File: config.mk
export PLATFORM = sky130hd
export DESIGN_NAME = nv_nvdla_glb_intr_arb
export DESIGN_NICKNAME = d
export VERILOG_FILES = /design/src/rtl/nv_nvdla_glb_intr_arb_pkg.sv /design/src/rtl/nv_nvdla_glb_intr_arb_fifo.sv /design/src/rtl/nv_nvdla_glb_intr_arb.sv
export SDC_FILE = /design/constraint.sdc
export NUM_CORES = 1
export LEC_CHECK = 0
export CELL_PAD_IN_SITES_DETAIL_PLACEMENT = 0
export CELL_PAD_IN_SITES_GLOBAL_PLACEMENT = 2
export CORE_MARGIN = 4
export CORE_UTILIZATION = 42
export CTS_CLUSTER_DIAMETER = 40
export CTS_CLUSTER_SIZE = 25
export DETAILED_ROUTE_END_ITERATION = 7
export PLACE_DENSITY_LB_ADDON = 0.2
export SYNTH_ARGS = -nofsm -noshare
export SYNTH_HDL_FRONTEND = slang
export SYNTH_SLANG_ARGS = --single-unit
File: constraint.sdc
create_clock -name nvdla_core_clk -period 17.85 [get_ports nvdla_core_clk]
set_clock_uncertainty 0.1 [all_clocks]
set_input_delay 1.785 -clock nvdla_core_clk [delete_from_list [all_inputs] [get_ports nvdla_core_clk]]
set_output_delay 1.785 -clock nvdla_core_clk [all_outputs]
set_load 0.02 [all_outputs]
File: src/rtl/nv_nvdla_glb_intr_arb_pkg.sv
// Shared GLB interrupt constants, source-index encoding, event record and
// the round-robin pick helper used by the arbiter.
package nv_nvdla_glb_intr_arb_pkg;

    localparam int NUM_SRC    = 12;
    localparam int FIFO_DEPTH = 8;
    localparam int TS_W       = 16;
    localparam int OVF_W      = 8;
    localparam int ID_W       = 4;
    localparam int PTR_W      = 3;
    localparam int CNT_W      = 4;

    // Source index = 2*unit + group.
    typedef enum logic [ID_W-1:0] {
        SRC_SDP_G0      = 4'd0,
        SRC_SDP_G1      = 4'd1,
        SRC_CDP_G0      = 4'd2,
        SRC_CDP_G1      = 4'd3,
        SRC_PDP_G0      = 4'd4,
        SRC_PDP_G1      = 4'd5,
        SRC_CDMA_DAT_G0 = 4'd6,
        SRC_CDMA_DAT_G1 = 4'd7,
        SRC_CDMA_WT_G0  = 4'd8,
        SRC_CDMA_WT_G1  = 4'd9,
        SRC_CACC_G0     = 4'd10,
        SRC_CACC_G1     = 4'd11
    } src_e;

    typedef struct packed {
        logic [ID_W-1:0] id;
        logic [TS_W-1:0] ts;
    } evt_t;

    // Lowest requesting index at or above ptr, wrapping modulo NUM_SRC.
    function automatic logic [ID_W-1:0] rr_pick(input logic [NUM_SRC-1:0] req,
                                                input logic [ID_W-1:0]    ptr);
        logic [ID_W-1:0] pick;
        logic [ID_W-1:0] idx4;
        logic            found;
        int              idx;
        pick  = '0;
        found = 1'b0;
        for (int k = 0; k < NUM_SRC; k++) begin
            idx = int'(ptr) + k;
            if (idx >= NUM_SRC) idx = idx - NUM_SRC;
            idx4 = idx[ID_W-1:0];
            if (!found && req[idx4]) begin
                found = 1'b1;
                pick  = idx4;
            end
        end
        return pick;
    endfunction

endpackage

File: src/rtl/nv_nvdla_glb_intr_arb_fifo.sv
// 8-entry flop-based event FIFO with valid/ready pop and synchronous flush.
// Head data is forced to zero whenever the FIFO is empty or in reset.
module nv_nvdla_glb_intr_arb_fifo
    import nv_nvdla_glb_intr_arb_pkg::*;
(
    input  logic             nvdla_core_clk,
    input  logic             nvdla_core_rstn,
    input  logic             i_flush,
    input  logic             i_push,
    input  evt_t             i_push_data,
    output logic             o_valid,
    input  logic             i_ready,
    output evt_t             o_data,
    output logic [CNT_W-1:0] o_cnt
);

    logic [PTR_W-1:0] r_wptr;
    logic [PTR_W-1:0] r_rptr;
    logic [CNT_W-1:0] r_cnt;
    evt_t             r_mem [FIFO_DEPTH];
    logic             w_push;
    logic             w_pop;

    assign o_valid = (r_cnt != '0);
    assign o_cnt   = r_cnt;
    assign o_data  = o_valid ? r_mem[r_rptr] : '0;
    assign w_pop   = o_valid && i_ready;
    assign w_push  = i_push && (r_cnt < CNT_W'(FIFO_DEPTH));

    always_ff @(posedge nvdla_core_clk or negedge nvdla_core_rstn) begin
        if (!nvdla_core_rstn) begin
            r_wptr <= '0;
            r_rptr <= '0;
            r_cnt  <= '0;
        end else if (i_flush) begin
            r_wptr <= '0;
            r_rptr <= '0;
            r_cnt  <= '0;
        end else begin
            if (w_push) r_wptr <= r_wptr + PTR_W'(1);
            if (w_pop)  r_rptr <= r_rptr + PTR_W'(1);
            if (w_push && !w_pop)      r_cnt <= r_cnt + CNT_W'(1);
            else if (w_pop && !w_push) r_cnt <= r_cnt - CNT_W'(1);
        end
    end

    always_ff @(posedge nvdla_core_clk) begin
        if (w_push && !i_flush) r_mem[r_wptr] <= i_push_data;
    end

endmodule

File: src/rtl/nv_nvdla_glb_intr_arb.sv
// GLB done-interrupt arbiter: pending bits, round-robin grant into an event
// FIFO with timestamps, and lost-event (overflow) accounting.
module nv_nvdla_glb_intr_arb
    import nv_nvdla_glb_intr_arb_pkg::*;
(
    input  logic               nvdla_core_clk,
    input  logic               nvdla_core_rstn,
    input  logic [NUM_SRC-1:0] done_pd,
    input  logic               arb_en,
    input  logic               evt_flush,
    input  logic               ovf_clr,
    output logic               evt_valid,
    input  logic               evt_ready,
    output logic [ID_W-1:0]    evt_id,
    output logic [TS_W-1:0]    evt_ts,
    output logic [CNT_W-1:0]   fifo_cnt,
    output logic [NUM_SRC-1:0] ovf_sticky,
    output logic [OVF_W-1:0]   ovf_cnt
);

    logic [NUM_SRC-1:0] r_pend;
    logic [ID_W-1:0]    r_rr_ptr;
    logic [TS_W-1:0]    r_ts_cnt;
    logic [NUM_SRC-1:0] r_ovf_sticky;
    logic [OVF_W-1:0]   r_ovf_cnt;

    logic               w_gnt;
    logic [ID_W-1:0]    w_gnt_id;
    logic [NUM_SRC-1:0] w_gnt_oh;
    logic [NUM_SRC-1:0] w_lost;
    logic [ID_W-1:0]    w_loss_num;
    logic [OVF_W:0]     w_ovf_sum;
    logic [CNT_W-1:0]   w_fifo_cnt;
    evt_t               w_push_evt;
    evt_t               w_head;

    // Uses the registered count, so a same-cycle pop never opens a slot.
    assign w_gnt      = arb_en && (|r_pend) && (w_fifo_cnt < CNT_W'(FIFO_DEPTH)) && !evt_flush;
    assign w_gnt_id   = rr_pick(r_pend, r_rr_ptr);
    assign w_gnt_oh   = w_gnt ? (NUM_SRC'(1) << w_gnt_id) : '0;
    assign w_lost     = evt_flush ? '0 : (done_pd & r_pend & ~w_gnt_oh);
    assign w_push_evt = '{id: w_gnt_id, ts: r_ts_cnt};

    always_comb begin
        w_loss_num = '0;
        for (int i = 0; i < NUM_SRC; i++) begin
            if (w_lost[i]) w_loss_num = w_loss_num + ID_W'(1);
        end
        w_ovf_sum = {1'b0, r_ovf_cnt} + (OVF_W+1)'(w_loss_num);
    end

    always_ff @(posedge nvdla_core_clk or negedge nvdla_core_rstn) begin
        if (!nvdla_core_rstn) begin
            r_pend   <= '0;
            r_rr_ptr <= '0;
        end else if (evt_flush) begin
            r_pend   <= '0;
            r_rr_ptr <= '0;
        end else begin
            r_pend <= (r_pend & ~w_gnt_oh) | done_pd;
            if (w_gnt) begin
                r_rr_ptr <= (w_gnt_id == ID_W'(NUM_SRC-1)) ? '0 : w_gnt_id + ID_W'(1);
            end
        end
    end

    always_ff @(posedge nvdla_core_clk or negedge nvdla_core_rstn) begin
        if (!nvdla_core_rstn) r_ts_cnt <= '0;
        else                  r_ts_cnt <= r_ts_cnt + TS_W'(1);
    end

    always_ff @(posedge nvdla_core_clk or negedge nvdla_core_rstn) begin
        if (!nvdla_core_rstn) begin
            r_ovf_sticky <= '0;
            r_ovf_cnt    <= '0;
        end else if (ovf_clr) begin
            r_ovf_sticky <= '0;
            r_ovf_cnt    <= '0;
        end else begin
            r_ovf_sticky <= r_ovf_sticky | w_lost;
            r_ovf_cnt    <= w_ovf_sum[OVF_W] ? '1 : w_ovf_sum[OVF_W-1:0];
        end
    end

    nv_nvdla_glb_intr_arb_fifo u_fifo (
        .nvdla_core_clk  (nvdla_core_clk),
        .nvdla_core_rstn (nvdla_core_rstn),
        .i_flush         (evt_flush),
        .i_push          (w_gnt),
        .i_push_data     (w_push_evt),
        .o_valid         (evt_valid),
        .i_ready         (evt_ready),
        .o_data          (w_head),
        .o_cnt           (w_fifo_cnt)
    );

    assign evt_id     = w_head.id;
    assign evt_ts     = w_head.ts;
    assign fifo_cnt   = w_fifo_cnt;
    assign ovf_sticky = r_ovf_sticky;
    assign ovf_cnt    = r_ovf_cnt;

endmodule

==> impl_results.md <==
- Crit path largest cell delay: 0.75 ns
- Mapped cell area: 13000 µm²
- Top_reg_cell synth: edfxtp_1
- Post-cts repair resize count: 0
- Worst vdd ir: 0.0000951 V
- GP Congestion: 0.874
- CP Capture Type: register
- Largest delay share family, worst path: compound AO/OA/AOI/OAI gates
- H-tree levels: 1
- Net Count, Synth: 1166
- Clock transition at path regs: 0.06 ns
- Die width: 184 µm
- N_diodes: 0
- FP Rows: 64
- Ratio of final minimum period to clock period: 73.3%
- Vias in the first global route: 9019
- Worst-Margin Slew: 1.08 ns
- Post-CTS Setup Bufs: 0
- Post-synth top cells: edfxtp_1, nor2_1, nand2_1
- CTS tree: yes
- HP Class: reg2reg
- Synth top area share: 37.1%
- Leak: 5.42 nW
- CTS Buf Count: 29
- GRT Util Overall: 19.6%
- Synth Register Bits: 222
- Initial Util: 42.5%
- Warnings from Yosys: 0
- Power density over cell area: 177 nW/µm²
- Pins Over Slew Limit: 0
- Final WS setup: 4.76 ns
- Req. time, crit path: 18.17 ns
- Die height: 184 µm
- Longest Clk Path Bufs: 3
- Nets: 1223
- Max-cap check violation count: 0
- Initial antenna violation count: 0
- CP startpoint kind: register
- Critical path type: reg2reg
- Mean Syn Cell Area: 11.8 µm²
- Initial drt markers: 660
- Slowest CP cell: dfrtp_1
- Slew HR: 27.8%
- Layout Area Growth over Synthesis: 15.6%
- Final hold vios: 0
- First-pass GRT wire length: 52300 µm
- Final Power: 0.00265 W
- Asr flop ratio synth: 27.9%
- Synth area leader: edfxtp_1
- Number of enable flip-flop cells after synthesis: 160
- Clk root buf: clkbuf_16
- Remaining global-route overflow: 0
- Most frequent cell after synthesis: edfxtp_1
- DRC violations left: 0
- I/O Buffers: 62
- Routed Antenna Nets: 0
- Buffers and inverters on the worst path: 5
- Maximum fanout along the worst path: 17
- Setup violators final: 0
- Die area: 33700 µm²
- RSZ-0062 raised after global routing: false
- I/O Pins: 63
- Min cycle time layout: 13.09 ns
- Crit path top cell by count: ha_1
- Final wirelength: 33100 µm
- Hpwl dp: 22700 µm
- Vias per inst: 5.78
- Largest net degree at the start of global routing: 63
- Core Footprint: 30500 µm²
- Via count: 9111
- Sequential cell area fraction in the yosys report: 49.0%
- Share of layout cells above drive strength 1: 14.8%
- DRT Pass-1 Iters: 5
- Wire per inst: 21.0 µm
- Fmax: 76.4 MHz
- Later-pin clock latency in the skew report: 0.56 ns
- Synthesized netlist cell count: 1099
- Clock sinks: 222
- WP data arrival: 13.40 ns
- Post-synthesis cell type count: 98
- Status: finished, final reports clean
- Final setup TNS: 0 ns
- # hold bufs at CTS: 0
- Place WS: 4.86 ns
- Top cells by area, synth: edfxtp_1, dfrtp_1, mux4_2, ha_1, nor2_1
## where the power goes
group / leakage, nW / switching (W) / internal [W]
Clock: 0.476 / 0.000252 / 0.000316
Combinational: 2.68 / 0.000871 / 0.000532
Sequential: 2.27 / 0.0000470 / 0.000630
## per-stage QoR
stage | hold WS, ns | cells | instance area, µm² | util [%]
finish | 0.393 | 1575 | 15000 | 49.1
global route | 0.424 | 1575 | 15000 | 49.1
CTS | 0.399 | 1575 | 15000 | 49.1
detailed placement | 0.385 | 1521 | 14000 | 45.9
global placement | 0.379 | 1521 | 14000 | 45.9
floorplan | 0.446 | 1099 | 13000 | -
## routing by layer
metal,vias to the layer above,wire length (µm),track usage [%]
met5,-,0,0
met4,0,522,3.69
met3,45,1680,3.26
met2,196,15100,30.8
met1,4578,15800,29.2
li1,4292,-,-
## worst min-delay path: stages (launching register included)
cell	delay, ns
dfrtp_1	0.34
nor2_1	0.05
nor2_1	0.07
## path summary, 6_finish.rpt
check                                      from          endpoint  slack [ns]  cells after the start
worst min register to register    ovf_sticky[0]     ovf_sticky[0]        0.39                      2
worst max-delay path                r_rr_ptr[0]        ovf_cnt[7]        4.76                     50
worst min-delay path              ovf_sticky[0]     ovf_sticky[0]        0.39                      2
max in group asynchronous       nvdla_core_rstn  u_fifo.r_rptr[1]       15.75                      1
min in group asynchronous       nvdla_core_rstn     ovf_sticky[0]        1.25                      1
worst max register to register      r_rr_ptr[0]        ovf_cnt[7]        4.76                     50
## state kept, by name, indices dropped and copies added (netlist names)
signal	count
u_fifo.o_cnt	4
ovf_sticky	12
ovf_cnt	8
r_pend	12
u_fifo.r_rptr	3
u_fifo.r_wptr	3
u_fifo.r_mem	160
r_ts_cnt	16
r_rr_ptr	4
## final cells by class
| class | count | area (µm²) |
|---|---|---|
| multi-input cells | 774 | 6210 |
| well taps | 396 | 495 |
| fillers | 2715 | 15500 |
| clock inverters | 23 | 244 |
| inverters | 49 | 184 |
| clock buffers | 31 | 733 |
| repair buffers | 80 | 753 |
| flip-flops and latches | 222 | 6360 |
## layout by cell type, fill, tap and decap left out, drive strengths merged, types with 13 or more instances in the layout
cell / Yosys / routed
dfrtp: 62 / 62
mux2i: 36 / 36
a211oi: 18 / 18
buf: 24 / 19
edfxtp: 160 / 160
a31oi: 13 / 13
nand3: 31 / 31
ha: 47 / 47
inv: 47 / 58
clkdlybuf4s50: 0 / 61
xnor2: 47 / 47
nor3: 26 / 26
nor2: 114 / 114
mux4: 53 / 53
a21oi: 55 / 55
nand2: 72 / 72
clkbuf: 30 / 31
xor2: 18 / 18
o21ai: 36 / 36
## cells by family (layout without fill, tap and decap cells)
family | Yosys count | in the layout | share of synthesized area [%]
buffers and inverters | 103 | 183 | 3.29
AND/OR/NAND/NOR | 340 | 340 | 12.9
XOR/XNOR | 68 | 68 | 5.24
adder cells (fa/ha/maj) | 49 | 49 | 4.85
flip-flops | 222 | 222 | 49.0
AO/OA/AOI/OAI | 224 | 224 | 12.3
multiplexers | 93 | 93 | 12.4
No activity file was read; power rests on OpenSTA's default activity.
